--- config.mk ---
export PLATFORM = sky130hd
export DESIGN_NAME = csr_stream_fetcher
export DESIGN_NICKNAME = d
export VERILOG_FILES = /design/src/rtl/csr_fetch_pkg.sv /design/src/rtl/fetch_stream.sv /design/src/rtl/csr_stream_fetcher.sv
export SDC_FILE = /design/constraint.sdc
export NUM_CORES = 1
export LEC_CHECK = 0
export ABC_CLOCK_PERIOD_IN_PS = 3700
export CAP_MARGIN = 20
export CELL_PAD_IN_SITES_DETAIL_PLACEMENT = 1
export CELL_PAD_IN_SITES_GLOBAL_PLACEMENT = 2
export CORE_MARGIN = 5
export CORE_UTILIZATION = 37
export DETAILED_ROUTE_END_ITERATION = 16
export PLACE_DENSITY = 0.89
export SLEW_MARGIN = 20
export SYNTH_ARGS = -nofsm -noshare
export SYNTH_HDL_FRONTEND = slang
export SYNTH_SLANG_ARGS = --single-unit
--- constraint.sdc ---
create_clock -name clk -period 3.7 [get_ports clk]
set_clock_uncertainty 0.05 [all_clocks]
set_input_delay 0.74 -clock clk [delete_from_list [all_inputs] [get_ports clk]]
set_output_delay 0.74 -clock clk [all_outputs]
set_load 0.01 [all_outputs]
--- src/rtl/csr_fetch_pkg.sv ---
// Shared types and helpers for the CSR stream fetcher.
//   fetch_state_e   : top-level run FSM states
//   STR_*           : stream indices (val, col, len) into per-stream status vectors
//   final_lane_mask : lanes written by the last word of a stream of a given length
package csr_fetch_pkg;

  typedef enum logic [1:0] {
    IDLE  = 2'd0,
    FETCH = 2'd1,
    DRAIN = 2'd2
  } fetch_state_e;

  localparam int STR_VAL   = 0;
  localparam int STR_COL   = 1;
  localparam int STR_LEN   = 2;
  localparam int NUM_STR   = 3;
  localparam int MAX_LANES = 64;

  // rem is (count mod lanes). A zero remainder means the last word is full.
  function automatic logic [MAX_LANES-1:0] final_lane_mask(input int unsigned rem,
                                                           input int unsigned lanes);
    logic [MAX_LANES-1:0] mask;
    mask = '0;
    for (int unsigned i = 0; i < MAX_LANES; i++) begin
      mask[i] = (rem == 0) ? (i < lanes) : (i < rem);
    end
    return mask;
  endfunction

endpackage

--- src/rtl/fetch_stream.sv ---
// One CSR stream: word address/count generator, credit check against the
// per-lane FIFOs, and LANES show-ahead FIFOs fed from a synchronous memory.
//   load          : latch base/count for a new run (top accepts start)
//   en/addr       : registered memory read request
//   rdata         : memory data, valid the cycle after en
//   rd/dout/empty : per-lane pop request, FIFO head, empty flag
//   issued_all    : every word of the run has been requested
//   drained       : FIFOs empty and no read outstanding
module fetch_stream
  import csr_fetch_pkg::*;
#(
  parameter int LANES  = 4,
  parameter int W      = 8,
  parameter int DEPTH  = 4,
  parameter int ADDR_W = 12
) (
  input  logic                clk,
  input  logic                rst,
  input  logic                load,
  input  logic [ADDR_W-1:0]   base,
  input  logic [ADDR_W-1:0]   count,
  output logic                en,
  output logic [ADDR_W-1:0]   addr,
  input  logic [LANES*W-1:0]  rdata,
  input  logic [LANES-1:0]    rd,
  output logic [LANES*W-1:0]  dout,
  output logic [LANES-1:0]    empty,
  output logic                issued_all,
  output logic                drained
);

  localparam int PW = $clog2(DEPTH);
  localparam int CW = PW + 1;

  logic [ADDR_W-1:0]    addr_q, addr_d, next_q, next_d;
  logic [ADDR_W:0]      words_q, words_d;
  logic                 en_q, en_d, last_q, last_d;
  logic                 rvalid_q, rvalid_d, rlast_q, rlast_d;
  logic [LANES-1:0]     last_mask_q, last_mask_d;
  logic [LANES-1:0]     empty_q, empty_d;
  logic [CW-1:0]        cnt_q [LANES];
  logic [CW-1:0]        cnt_d [LANES];
  logic [W-1:0]         data_q [LANES][DEPTH];
  logic [W-1:0]         data_d [LANES][DEPTH];
  logic [LANES-1:0]     push, pop;
  logic [CW-1:0]        wr_idx [LANES];
  logic [MAX_LANES-1:0] mask_full;
  logic                 credit_ok;

  // Request generation. A word is in flight from the edge that raises en
  // until the edge that pushes its data, i.e. en_q and rvalid_q both count.
  always_comb begin
    // NOTE: every combinational output gets a default first so no path
    // through the block leaves it unassigned (which would infer a latch).
    addr_d      = addr_q;
    next_d      = next_q;
    words_d     = words_q;
    last_mask_d = last_mask_q;
    en_d        = 1'b0;
    last_d      = 1'b0;
    rvalid_d    = en_q;
    rlast_d     = last_q;
    mask_full   = final_lane_mask(32'(count) % 32'(LANES), LANES);

    credit_ok = 1'b1;
    for (int i = 0; i < LANES; i++) begin
      if ({1'b0, cnt_q[i]} + {{CW{1'b0}}, en_q} + {{CW{1'b0}}, rvalid_q}
          >= (CW+1)'(DEPTH)) begin
        credit_ok = 1'b0;
      end
    end

    if (load) begin
      next_d      = base;
      words_d     = ({1'b0, count} + (ADDR_W+1)'(LANES - 1)) / (ADDR_W+1)'(LANES);
      last_mask_d = mask_full[LANES-1:0];
    end else if ((words_q != 0) && credit_ok) begin
      en_d    = 1'b1;
      addr_d  = next_q;
      next_d  = next_q + 1'b1;
      words_d = words_q - 1'b1;
      last_d  = (words_q == 1);
    end
  end

  // Shift-register FIFOs: entry 0 is always the head, so dout is a flop.
  always_comb begin
    for (int i = 0; i < LANES; i++) begin
      push[i]   = rvalid_q & (~rlast_q | last_mask_q[i]);
      pop[i]    = rd[i] & (cnt_q[i] != 0);
      data_d[i] = data_q[i];
      cnt_d[i]  = cnt_q[i];
      wr_idx[i] = cnt_q[i];
      if (pop[i]) begin
        for (int j = 0; j < DEPTH - 1; j++) begin
          data_d[i][j] = data_q[i][j+1];
        end
        cnt_d[i]  = cnt_q[i] - 1'b1;
        wr_idx[i] = cnt_q[i] - 1'b1;
      end
      if (push[i]) begin
        data_d[i][wr_idx[i][PW-1:0]] = rdata[i*W +: W];
        cnt_d[i] = cnt_d[i] + 1'b1;
      end
      empty_d[i] = (cnt_d[i] == 0);
    end
  end

  always_ff @(posedge clk or negedge rst) begin
    if (!rst) begin
      addr_q      <= '0;
      next_q      <= '0;
      words_q     <= '0;
      en_q        <= 1'b0;
      last_q      <= 1'b0;
      rvalid_q    <= 1'b0;
      rlast_q     <= 1'b0;
      last_mask_q <= '0;
      empty_q     <= '1;
      cnt_q       <= '{default: '0};
      // NOTE: the FIFO storage is a handful of flops whose head drives an
      // output, so it is reset to give a defined dout; a RAM would not be.
      data_q      <= '{default: '0};
    end else begin
      // NOTE: state registers use non-blocking assignment so every flop
      // samples the pre-edge value of the others.
      addr_q      <= addr_d;
      next_q      <= next_d;
      words_q     <= words_d;
      en_q        <= en_d;
      last_q      <= last_d;
      rvalid_q    <= rvalid_d;
      rlast_q     <= rlast_d;
      last_mask_q <= last_mask_d;
      empty_q     <= empty_d;
      cnt_q       <= cnt_d;
      data_q      <= data_d;
    end
  end

  always_comb begin
    for (int i = 0; i < LANES; i++) begin
      dout[i*W +: W] = data_q[i][0];
    end
  end

  assign en         = en_q;
  assign addr       = addr_q;
  assign empty      = empty_q;
  assign issued_all = (words_q == 0);
  assign drained    = (&empty_q) & ~en_q & ~rvalid_q;

endmodule

--- src/rtl/csr_stream_fetcher.sv ---
// Streams the CSR val/col/len arrays from three synchronous read memories
// into per-lane FIFOs, one run per start.
//   start, nnz, rows, <s>_base : run request (sampled in IDLE)
//   <s>_en/_addr/_rdata        : memory read port per stream
//   <s>_read/_out/_empty       : per-lane consumer side per stream
//   busy, done                 : run status; done is a one-cycle pulse
module csr_stream_fetcher
  import csr_fetch_pkg::*;
#(
  parameter int LANES  = 4,
  parameter int VAL_W  = 8,
  parameter int COL_W  = 8,
  parameter int LEN_W  = 8,
  parameter int DEPTH  = 4,
  parameter int ADDR_W = 12
) (
  input  logic                    clk,
  input  logic                    rst,
  input  logic                    start,
  input  logic [ADDR_W-1:0]       nnz,
  input  logic [ADDR_W-1:0]       rows,
  input  logic [ADDR_W-1:0]       val_base,
  input  logic [ADDR_W-1:0]       col_base,
  input  logic [ADDR_W-1:0]       len_base,
  output logic                    val_en,
  output logic [ADDR_W-1:0]       val_addr,
  input  logic [LANES*VAL_W-1:0]  val_rdata,
  input  logic [LANES-1:0]        val_read,
  output logic [LANES*VAL_W-1:0]  val_out,
  output logic [LANES-1:0]        val_empty,
  output logic                    col_en,
  output logic [ADDR_W-1:0]       col_addr,
  input  logic [LANES*COL_W-1:0]  col_rdata,
  input  logic [LANES-1:0]        col_read,
  output logic [LANES*COL_W-1:0]  col_out,
  output logic [LANES-1:0]        col_empty,
  output logic                    len_en,
  output logic [ADDR_W-1:0]       len_addr,
  input  logic [LANES*LEN_W-1:0]  len_rdata,
  input  logic [LANES-1:0]        len_read,
  output logic [LANES*LEN_W-1:0]  len_out,
  output logic [LANES-1:0]        len_empty,
  output logic                    busy,
  output logic                    done
);

  fetch_state_e       state_q, state_d;
  logic               busy_q, busy_d, done_q, done_d, load;
  logic [NUM_STR-1:0] issued_all, drained;

  always_comb begin
    state_d = state_q;
    load    = 1'b0;
    done_d  = 1'b0;
    unique case (state_q)
      IDLE:  if (start) begin
               load    = 1'b1;
               state_d = FETCH;
             end
      FETCH: if (&issued_all) state_d = DRAIN;
      DRAIN: if (&drained) begin
               state_d = IDLE;
               done_d  = 1'b1;
             end
      default: state_d = IDLE;
    endcase
    // busy trails the state by one edge on entry, but drops together with
    // done on the edge that returns to IDLE.
    busy_d = (state_q != IDLE) && (state_d != IDLE);
  end

  always_ff @(posedge clk or negedge rst) begin
    if (!rst) begin
      state_q <= IDLE;
      busy_q  <= 1'b0;
      done_q  <= 1'b0;
    end else begin
      state_q <= state_d;
      busy_q  <= busy_d;
      done_q  <= done_d;
    end
  end

  assign busy = busy_q;
  assign done = done_q;

  fetch_stream #(.LANES(LANES), .W(VAL_W), .DEPTH(DEPTH), .ADDR_W(ADDR_W)) u_val (
    .clk(clk), .rst(rst), .load(load), .base(val_base), .count(nnz),
    .en(val_en), .addr(val_addr), .rdata(val_rdata), .rd(val_read),
    .dout(val_out), .empty(val_empty),
    .issued_all(issued_all[STR_VAL]), .drained(drained[STR_VAL])
  );

  fetch_stream #(.LANES(LANES), .W(COL_W), .DEPTH(DEPTH), .ADDR_W(ADDR_W)) u_col (
    .clk(clk), .rst(rst), .load(load), .base(col_base), .count(nnz),
    .en(col_en), .addr(col_addr), .rdata(col_rdata), .rd(col_read),
    .dout(col_out), .empty(col_empty),
    .issued_all(issued_all[STR_COL]), .drained(drained[STR_COL])
  );

  fetch_stream #(.LANES(LANES), .W(LEN_W), .DEPTH(DEPTH), .ADDR_W(ADDR_W)) u_len (
    .clk(clk), .rst(rst), .load(load), .base(len_base), .count(rows),
    .en(len_en), .addr(len_addr), .rdata(len_rdata), .rd(len_read),
    .dout(len_out), .empty(len_empty),
    .issued_all(issued_all[STR_LEN]), .drained(drained[STR_LEN])
  );

endmodule

; ---- Word level (Yosys, flattened, before mapping)
; Cells that the tools add are included.
[classes]
add_sub_neg = 56
magnitude_cmp = 44
eq_ne = 5
n_mux = 136
n_bitwise = 64
reduce_logical = 62
[ops]
columns = op, count
row1 = $bwmux W32, 12
row2 = $mux W32, 12
row3 = $mux W24, 12
row4 = $demux W8 S2, 12
row5 = $mux W8, 12
row6 = $mux W13, 6
row7 = $mux W12, 6
row8 = $mux W3, 24
row9 = $logic_not A32 Y1, 2
row10 = $add A3 B1 Y4, 12
row11 = $add A4 B1 Y4, 12
row12 = $ge A4 B3 Y1 const B, 12
row13 = $eq A13 B1 Y1 const B, 3
row14 = $logic_not A13 Y1, 3
row15 = $reduce_bool A13 Y1, 3
row16 = $sub A13 B1 Y13 const B, 3
row17 = $add A12 B1 Y12 const B, 3
row18 = $add A3 B1 Y3 const B, 12
row19 = $ge A3 B3 Y1 const B, 12
row20 = $logic_not A3 Y1, 12
row21 = $lt A3 B1 Y1 const B, 12
row22 = $mux W1, 36
row23 = $not A2 Y3, 12
row24 = $reduce_bool A3 Y1, 12
row25 = 17 further kinds, 110
[totals]
reg_bits = 567
input_bits = 171
output_inout_bits = 149
word_cells = 456

; ---- Longest topological paths before layout
; Gate-level depths: netlist of the first run.
[depth]
ltp_word = 10
mapped_depth = 12
depth_no_buf = 10

; ---- Hierarchy
; Synthesis of the first run repeated with hierarchy kept, for this count alone.
[unflattened]
hier_cells = 2650
area_unflattened_um2 = 28323.4
[by_module_without_submodules]
columns = module, n_inst, cells_each, area_per_inst_um2, seq_area_each_um2
row1 = fetch_stream at u_col ..., 2, 879, 9400.3, 4734.5
row2 = fetch_stream at u_val, 1, 878, 9357.7, 4734.5
row3 = csr_stream_fetcher, 1, 14, 165.2, 100.1

; ---- Worst setup path before layout of the first run
; OpenSTA, ideal clock, no wires.
[synth_path]
kind = register to register
from = register u_val.rvalid_q
to = register u_val.next_q[6]
setup_ns = 0.082
arrival_ns = 2.461
t_required_ns = 3.568
slack_ns = 1.107
path_stages_with_launch = 7
path_buffers = 0
synth_period_minus_slack_ns = 2.593
path_cell_list = dfrtp_1 -> ha_1 -> a21o_1 -> a222oi_1 -> nand3_1 -> or4_1 -> a31oi_1
[synth_between]
elab_chain_cells = 8
elab_cells_between_ends = 14
cone_classes = add/sub: 4 / order compare: 4 / mux: 4 / reduce/logical: 2
[synth_rtl]
columns = item, line_no
row1 = start: declaration, fetch_stream.sv:38  ; logic rvalid_q, rvalid_d, rlast_q, rlast_d;
row2 = start signal: assignment, fetch_stream.sv:132  ; rvalid_q <= rvalid_d;
row3 = $add A4 B1 Y4, fetch_stream.sv:67  ; if ({1'b0, cnt_q[i]} + {{CW{1'b0}}, en_q} + {{CW{1'b0}}, rvalid_q}
row4 = $ge A4 B3 Y1, fetch_stream.sv:68  ; >= (CW+1)'(DEPTH)) begin
row5 = $mux W1 (3 in series), fetch_stream.sv:67
row6 = $mux W1 *, fetch_stream.sv:67
row7 = $logic_and A1 B1 Y1 *, fetch_stream.sv:77  ; end else if ((words_q != 0) && credit_ok) begin
row8 = $reduce_bool A2 Y1 (no line) *, -
row9 = end signal: assignment, fetch_stream.sv:128  ; next_q <= next_d;
row10 = end: declaration, fetch_stream.sv:35  ; logic [ADDR_W-1:0] addr_q, addr_d, next_q, next_d;
; Mark *: on every way between the ends. The rest lies on a longest branch, timed or not.
; A chain may end at the register's enable or synchronous reset.

; ---- Final worst setup path of the first run
[layout_path]
from = register u_val.rvalid_q
to = register u_val.words_q[9]
[layout_between]
elab_chain_cells = 8
elab_cells_between_ends = 14
cone_classes = add/sub: 4 / order compare: 4 / mux: 4 / reduce/logical: 2
[layout_rtl]
columns = item, line_no
row1 = $add A4 B1 Y4, fetch_stream.sv:67
row2 = $ge A4 B3 Y1, fetch_stream.sv:68
row3 = $mux W1 (3 in series), fetch_stream.sv:67
row4 = $mux W1 *, fetch_stream.sv:67
row5 = $logic_and A1 B1 Y1 *, fetch_stream.sv:77
row6 = $reduce_bool A2 Y1 (no line) *, -
row7 = end signal: assignment, fetch_stream.sv:129  ; words_q <= words_d;
row8 = end: declaration, fetch_stream.sv:36  ; logic [ADDR_W:0] words_q, words_d;
; Marked as above.

==> results of run 1 <==
-- cell families after synthesis --
| kind of cell | count (synthesis) | share of synthesized area [%] |
|---|---|---|
| compound gates | 476 | 9.50 |
| xor+xnor | 98 | 3.06 |
| fa+ha+maj | 100 | 4.47 |
| buf+inv | 307 | 5.49 |
| flops | 566 | 50.6 |
| mux | 455 | 16.9 |
| simple gates | 620 | 9.95 |
-- synthesized netlist by cell type, drive strengths merged, types with 9 or more instances --
cell type	instances	area, µm²
nand3	24	120
clkbuf	78	293
o31ai	11	82.6
o211ai	13	97.6
or4	19	143
a31oi	22	138
o21ai	56	280
nand2	102	390
a21boi	12	90.1
mux2i	308	3080
nor3	34	170
buf	133	885
inv	96	360
xor2	34	298
and3	14	87.6
o22a	12	105
nor2	335	1260
nand4	36	225
xnor2	64	561
dfstp	12	315
a21o	9	67.6
mux2	147	1660
dfrtp	554	13900
a21oi	313	1570
or3	12	75.1
nor4	15	93.8
ha	100	1250
-- layout make-up --
| cell class | count | area, µm² |
|---|---|---|
| Sequential cell | 566 | 14200 |
| Timing Repair Buffer | 369 | 3660 |
| Inverter | 96 | 360 |
| Antenna cell | 4 | 10.0 |
| Clock inverter | 25 | 363 |
| Tap cell | 969 | 1210 |
| Fill cell | 7971 | 40600 |
| Clock buffer | 97 | 2040 |
| Multi-Input combinational cell | 1749 | 12400 |
-- critical path, stage by stage (launching register included) --
cell and delay (ns):
sky130_fd_sc_hd__dfrtp_1 0.54, sky130_fd_sc_hd__ha_1 0.30, sky130_fd_sc_hd__a21o_1 0.17, sky130_fd_sc_hd__a222oi_1 0.35
sky130_fd_sc_hd__buf_4 0.26, sky130_fd_sc_hd__nand3_1 0.27, sky130_fd_sc_hd__buf_4 0.29, sky130_fd_sc_hd__or4_1 0.47
sky130_fd_sc_hd__a31oi_1 0.17
-- per-layer routing --
layer	GRT usage, %	vias up
met1	23.3	10273
met2	34.2	357
met4	6.75	2
li1	-	9520
met3	3.13	127
met5	0	-
-- through the flow --
stage / cells / total power [W] / hold slack, ns / setup slack, ns / cell area, µm²
3_5_place_dp: 3749 / 0.0206 / 0.293 / 0.629 / 31800
5_1_grt: 3875 / 0.0294 / 0.223 / 0.463 / 34200
3_3_place_gp: 3749 / 0.0198 / 0.284 / 0.727 / 31800
4_1_cts: 3871 / 0.0280 / 0.192 / 0.667 / 34200
6_report: 3875 / 0.0275 / 0.190 / 0.736 / 34200
2_1_floorplan: 2622 / 0.0170 / 0.281 / 1.11 / 28000
-- final timing paths --
check / slack, ns / cells after the start / from / to
max: 0.74 / 8 / u_val.rvalid_q / u_val.words_q[9]
min: 0.19 / 1 / rst / u_col.cnt_q[2]
max reg2reg: 0.74 / 8 / u_val.rvalid_q / u_val.words_q[9]
min reg2reg: 0.30 / 0 / u_col.last_q / u_col.rlast_q
max in group asynchronous: 2.49 / 2 / rst / u_val.empty[3]
min in group clk: 0.30 / 0 / u_col.last_q / u_col.rlast_q
-- report_power, final --
part | total [W] | switching [W] | internal (W)
registers | 0.0106 | 0.00183 | 0.00881
logic | 0.00978 | 0.00494 | 0.00484
clock network | 0.00711 | 0.00269 | 0.00441
==> results.md, run 1 <==
- The flow ran to the end, and the final reports show no timing, DRC or antenna violations.
- The core area is 74800 µm².
- For this run, the share of the core covered by cells in the final layout is 45.7%.
- The number of synthesized flops with an enable pin is 0.
- The leading cell type in the layout, fill and taps excluded is sky130_fd_sc_hd__dfrtp_1.
- The CTS root buffer is sky130_fd_sc_hd__clkbuf_16.
- Routability-driven placement finished with a final weighted congestion of 0.844.
- The critical path data arrival time is 3.41 ns.
- The met2 wire length is 40.4 mm.
- For this run, the register share of the synthesized area comes to 50.6%.
- The net count of the finished layout is 3121.
- The routed layout has 20.3k vias.
- The number of nets handed over by synthesis was 2893.
- TritonCTS built the clock tree.
- The async set or reset register ratio after synthesis is 100%.
- The count of boundary I/O pins is 320.
- The number of global-route vias before repair is 22.6k.
- Leaving out fill and tap cells, the most frequent cells in the layout are 554 x sky130_fd_sc_hd__dfrtp_1, 335 x sky130_fd_sc_hd__nor2_1, 318 x sky130_fd_sc_hd__clkdlybuf4s50_1.
- The relative slew slack is 38.7%.
- The initial antenna violation count is 4.
- The maximum vdd drop is 0.000344 V.
- The path class of the lowest-slack min-delay path is in2async.
- Adding up every negative setup slack in the final design gives 0 ns.
- The tree built by TritonCTS fans out to 566 sinks.
- The number of resized instances in the post-cts repair step is 0.
- Entering global routing, the biggest net connects 89 pins.
- The number of hold violations in the final report is 0.
- The wire length of the first global-routing pass is 126 mm.
- For the worst setup path, the data required time is 4.15 ns.
- The residual overflow from global routing is 0.
- The clock tree buffer depth is 3.
- The HPWL after detailed placement is 57.7 mm.
- The die covers 81300 µm².
- The ratio of final minimum period to clock period is 80.1%.
- The number of core rows is 100.
- The number of setup buffers added after CTS is 0.
- The worst setup path is captured at a register.
- The hold-fix buffer count after cts is 0.
- For this run, design rule violations remaining after detail routing come to 0.
- The overall die height is 285 µm.
- The number of max-slew violations in the final report is 0.
- The post-synthesis area per instance is 10.7 µm².
- In this run the power density over the cells is 805 nW/µm².
- The layout overhead on the synthesized area is 22.1%.
- Detailed routing placed a total of 2.83 mm of wire on met3.
- The number of input and output port buffers inserted is 319.
- The uppermost signal routing layer after detailed routing is met5.
- The post-detailed-route wirelength per cell is 20.4 µm.
- The clock slew at the register clock pins of the worst setup and hold paths is 0.06 ns.
- The width of the die is 285 µm.
- The flip-flop and latch count after synthesis is 566.
- The time the worst path needs with I/O delays and setup is 2.96 ns.
- The yosys synthesis warning count is 0.
- For this block, the initial DRC count from the detailed router was 819.
- Setup repair after global routing left no endpoint under its margin.
- The top fanout value on the critical path is 10.
- The final-report setup violation count is 0.
- The critical path start-end classification is reg2reg.
- The count of nets left with antenna violations once routing finished came out at 0.
- The first TritonRoute pass finished after 5 iterations.
- The total routing usage reported by global routing is 19.1%.
- The clock reaches the later pin of the worst-skew pair after 0.59 ns.
- STA classifies the critical path startpoint as a register.
- In the final routing, the length of wire on met1 measures 33.1 mm.
- Summing every instance area after synthesis gives 28000 µm².
- For the pin with the worst max-slew slack, the measured transition is 0.919 ns.
- The overall routed net length is 78.9 mm.
- The detail-routed via count per cell is 5.23.
- In this run the number of H-tree levels came out at 3.
- The count of maximum capacitance violations is 0.
- In the final layout, the share of cells above drive strength 1 is 11.5%.
- Counting every instance in the synthesized netlist gives 2622.
- Clock tree synthesis inserted a total of 68 buffers.
- Among all flip-flop cells after synthesis, the most frequent one is sky130_fd_sc_hd__dfrtp_1.
- For this run, the top clock speed supported by timing is 337 MHz.
- The effective utilization at floorplan is 37.4%.
- In this run the static leakage power is 15.8 nW.
- The distinct cell type count after synthesis is 57.
Note: power is estimated with default switching activity, not from simulation.
==> run 2: changes to the inputs <==
--- a/config.mk
+++ b/config.mk
@@ -5,7 +5,7 @@
 export SDC_FILE = /design/constraint.sdc
 export NUM_CORES = 1
 export LEC_CHECK = 0
-export ABC_CLOCK_PERIOD_IN_PS = 3700
+export ABC_CLOCK_PERIOD_IN_PS = 3000
 export CAP_MARGIN = 20
 export CELL_PAD_IN_SITES_DETAIL_PLACEMENT = 1
 export CELL_PAD_IN_SITES_GLOBAL_PLACEMENT = 2
==> constraint.sdc (replaced) <==
create_clock -name clk -period 3 [get_ports clk]
set_clock_uncertainty 0.05 [all_clocks]
set_input_delay 0.6 -clock clk [delete_from_list [all_inputs] [get_ports clk]]
set_output_delay 0.6 -clock clk [all_outputs]
set_load 0.01 [all_outputs]
==> results.md, run 2 (synthesis results as in run 1) <==
- The flow ran to the end, and the final reports show no timing, DRC or antenna violations.
- The wire length of the first global-routing pass is 127 mm (+0.44%).
- The layout overhead on the synthesized area is 22.5%.
- The HPWL after detailed placement came to 58.0 mm (+0.51%).
- The effective utilization at floorplan is 37.4% (unchanged).
- The number of core rows is 100 (unchanged).
- The highest cell delay on the worst timing path is 0.51 ns (-0.03 ns).
- In this run the worst hold path is classified as reg2reg.
- The width of the die came to 285 µm (unchanged).
- Among the stages of the critical path, the cell type that occurs most often is sky130_fd_sc_hd__buf_4.
- The type of origin of the critical path is a register.
- The count of buffering cells on the critical path with inverters included is 2 (unchanged).
- The count of H-tree levels built during CTS is 3 (unchanged).
- The number of setup buffers added after CTS is 0 (unchanged).
- The areal power density over the cells is 986 nW/µm² (+23%).
- The residual overflow from global routing is 0 (unchanged).
- The count of boundary I/O pins came to 320 (unchanged).
- The ratio of final minimum period to clock period is 91.8% (+12 points).
- In the layout the commonest cells are 554 x sky130_fd_sc_hd__dfrtp_1, 335 x sky130_fd_sc_hd__nor2_1, 318 x sky130_fd_sc_hd__clkdlybuf4s50_1.
- The cell sitting at the root of the clock tree is a sky130_fd_sc_hd__clkbuf_16.
- The number of clock sinks was 566 (unchanged).
- The transition time at the pin with the least slew margin is 0.671 ns (-0.248 ns).
- The relative slew slack was 55.2% (+16 points).
- The die area came to 81300 µm² (unchanged).
- Traced cell by cell, the critical path runs through ha_1 > a21o_1 > a222oi_1 > buf_4 > nand3_1 > buf_4 > or4_1 > a21oi_1.
- The vias after detailed routing came to 20.4k (+0.45%).
- The kind of cell adding the most delay to the critical path is compound AO/OA/AOI/OAI gates.
- The data required time of the critical path came to 3.45 ns (-0.70 ns).
- The iteration-0 DRC count of the detailed router was 851 (+3.9%).
- The final weighted congestion in routability-driven placement is 0.819 (-3.0%).
- The core area is 74800 µm² (unchanged).
- The peak clock frequency supported by timing is 363 MHz (+7.6%).
- Setup repair after global routing left no endpoint under its margin.
- The detail-routed via count per cell is 5.22 (-0.16%).
- The smallest hold slack is 0.293 ns (+0.103 ns).
- The total routing usage reported by global routing came to 19.1% (about the same).
- The leakage power figure came to 15.9 nW (+0.49%).
- The cell depth of the worst setup path is 8 (unchanged).
- The number of hold violations in the final report is 0 (unchanged).
- The maximum number of pins on one net before global-route repair is 90 (+1.1%).
- The worst setup path is of the reg2reg kind.
- The clock insertion delay at the later pin of the skew report was 0.59 ns (about the same).
- The overall die height is 285 µm (unchanged).
- The initial antenna violation count is 6 (+2).
- The number of nets at the end of the flow was 3146 (+0.80%).
- The count of nets left with antenna violations after detail routing was 0 (unchanged).
- The time the worst path needs with I/O delays and setup is 2.75 ns (-0.210 ns).
- The number of max-slew violations in the final report was 0 (unchanged).
- The area after detailed placement is 32000 µm² (+0.77%).
- The leading cell type in the layout, fill and taps excluded is sky130_fd_sc_hd__dfrtp_1.
- The hold-fix buffer count after cts is 1 (+1).
- The clock tree buffer depth is 3 (unchanged).
- The number of input and output port buffers inserted is 319 (unchanged).
- The maximum vdd drop is 0.000398 V (+16%).
- The number of cells on the worst reg-to-reg path came to 8 (unchanged).
- Along the worst hold path, the cell count comes to 0.
- The clock slew at the register clock pins of the worst setup and hold paths is 0.06 ns (about the same).
- The post-detailed-route wirelength per cell came to 20.2 µm (-0.65%).
- The highest-delay cell along the critical path is sky130_fd_sc_hd__or4_1.
- The overall routed net length is 78.9 mm (about the same).
- The first-pass iteration count of the detailed router is 5 (unchanged).
- The count of maximum capacitance violations is 0 (unchanged).
- The number of global-route vias before repair was 22.8k (+0.55%).
- The final-report setup violation count is 0 (unchanged).
- The kind of end point of the critical path is a register.
- The total DRC errors in the routed layout is 0 (unchanged).
- The area of all placed cells without fillers came to 34300 µm² (+0.32%).
- The critical path data arrival time is 3.20 ns (-0.21 ns).
- The clock tree from TritonCTS is built.
- The top fanout value on the critical path is 10 (unchanged).
- The number of resized instances in the post-cts repair step is 0 (unchanged).
- The proportion of layout cells with a drive suffix above 1 is 12.2% (+0.72 points).
- The number of buffers inserted during clock tree synthesis is 66 (-2.9%).
- The setup TNS is 0 ns (unchanged).
[run 2: per-stage QoR]
step / std cells / total power (W) / setup WS [ns] / util (%)
after CTS: 3896 / 0.0344 / 0.230 / 45.9
after floorplan: 2622 / 0.0210 / 0.407 / -
after global placement: 3775 / 0.0247 / 0.275 / 42.8
after global routing: 3899 / 0.0362 / 0.116 / 45.9
after detailed placement: 3775 / 0.0257 / 0.164 / 42.8
final: 3899 / 0.0338 / 0.247 / 45.9
[run 2: final timing paths]
path | startpoint | endpoint | slack, ns
worst max-delay path | u_val.rvalid_q | u_val.words_q[11] | 0.25
worst min-delay path | u_len.last_q | u_len.rlast_q | 0.29
worst max register to register | u_val.rvalid_q | u_val.words_q[11] | 0.25
worst min register to register | u_len.last_q | u_len.rlast_q | 0.29
max in group asynchronous | rst | u_col.data_q[19] | 1.43
min in group asynchronous | rst | u_col.addr[7] | 0.52
[run 2: worst reg2reg max path: cells and delay by family (launching register included)]
kind                       cells  cell delay (ns)
adders and majority gates      1             0.32
and+or+nand+nor                2             0.64
DFF                            1             0.47
AOI/OAI and AO/OA              3             0.72
buffers and inverters          2             0.48
[run 2: where the power goes]
part / internal (W) / switching, W / total, W
clock: 0.00500 / 0.00333 / 0.00833
sequential: 0.0109 / 0.00229 / 0.0131
combinational: 0.00619 / 0.00617 / 0.0124
[run 2: layout make-up]
| class | instances | area [µm²] |
|---|---|---|
| inverter | 96 | 360 |
| fill | 8056 | 40500 |
| antenna | 3 | 7.51 |
| clock buffer | 92 | 1940 |
| multi-input combinational | 1749 | 12400 |
| timing repair buffer | 396 | 3920 |
| clock inverter | 28 | 323 |
| sequential | 566 | 14200 |
| tap | 969 | 1210 |
[run 2: metal layers]
metal / share of wire [%] / global-route usage (%)
met5: 0.015 / 0
met4: 2.3 / 5.69
met1: 42 / 23.1
met2: 52 / 34.9
met3: 3.5 / 3.27
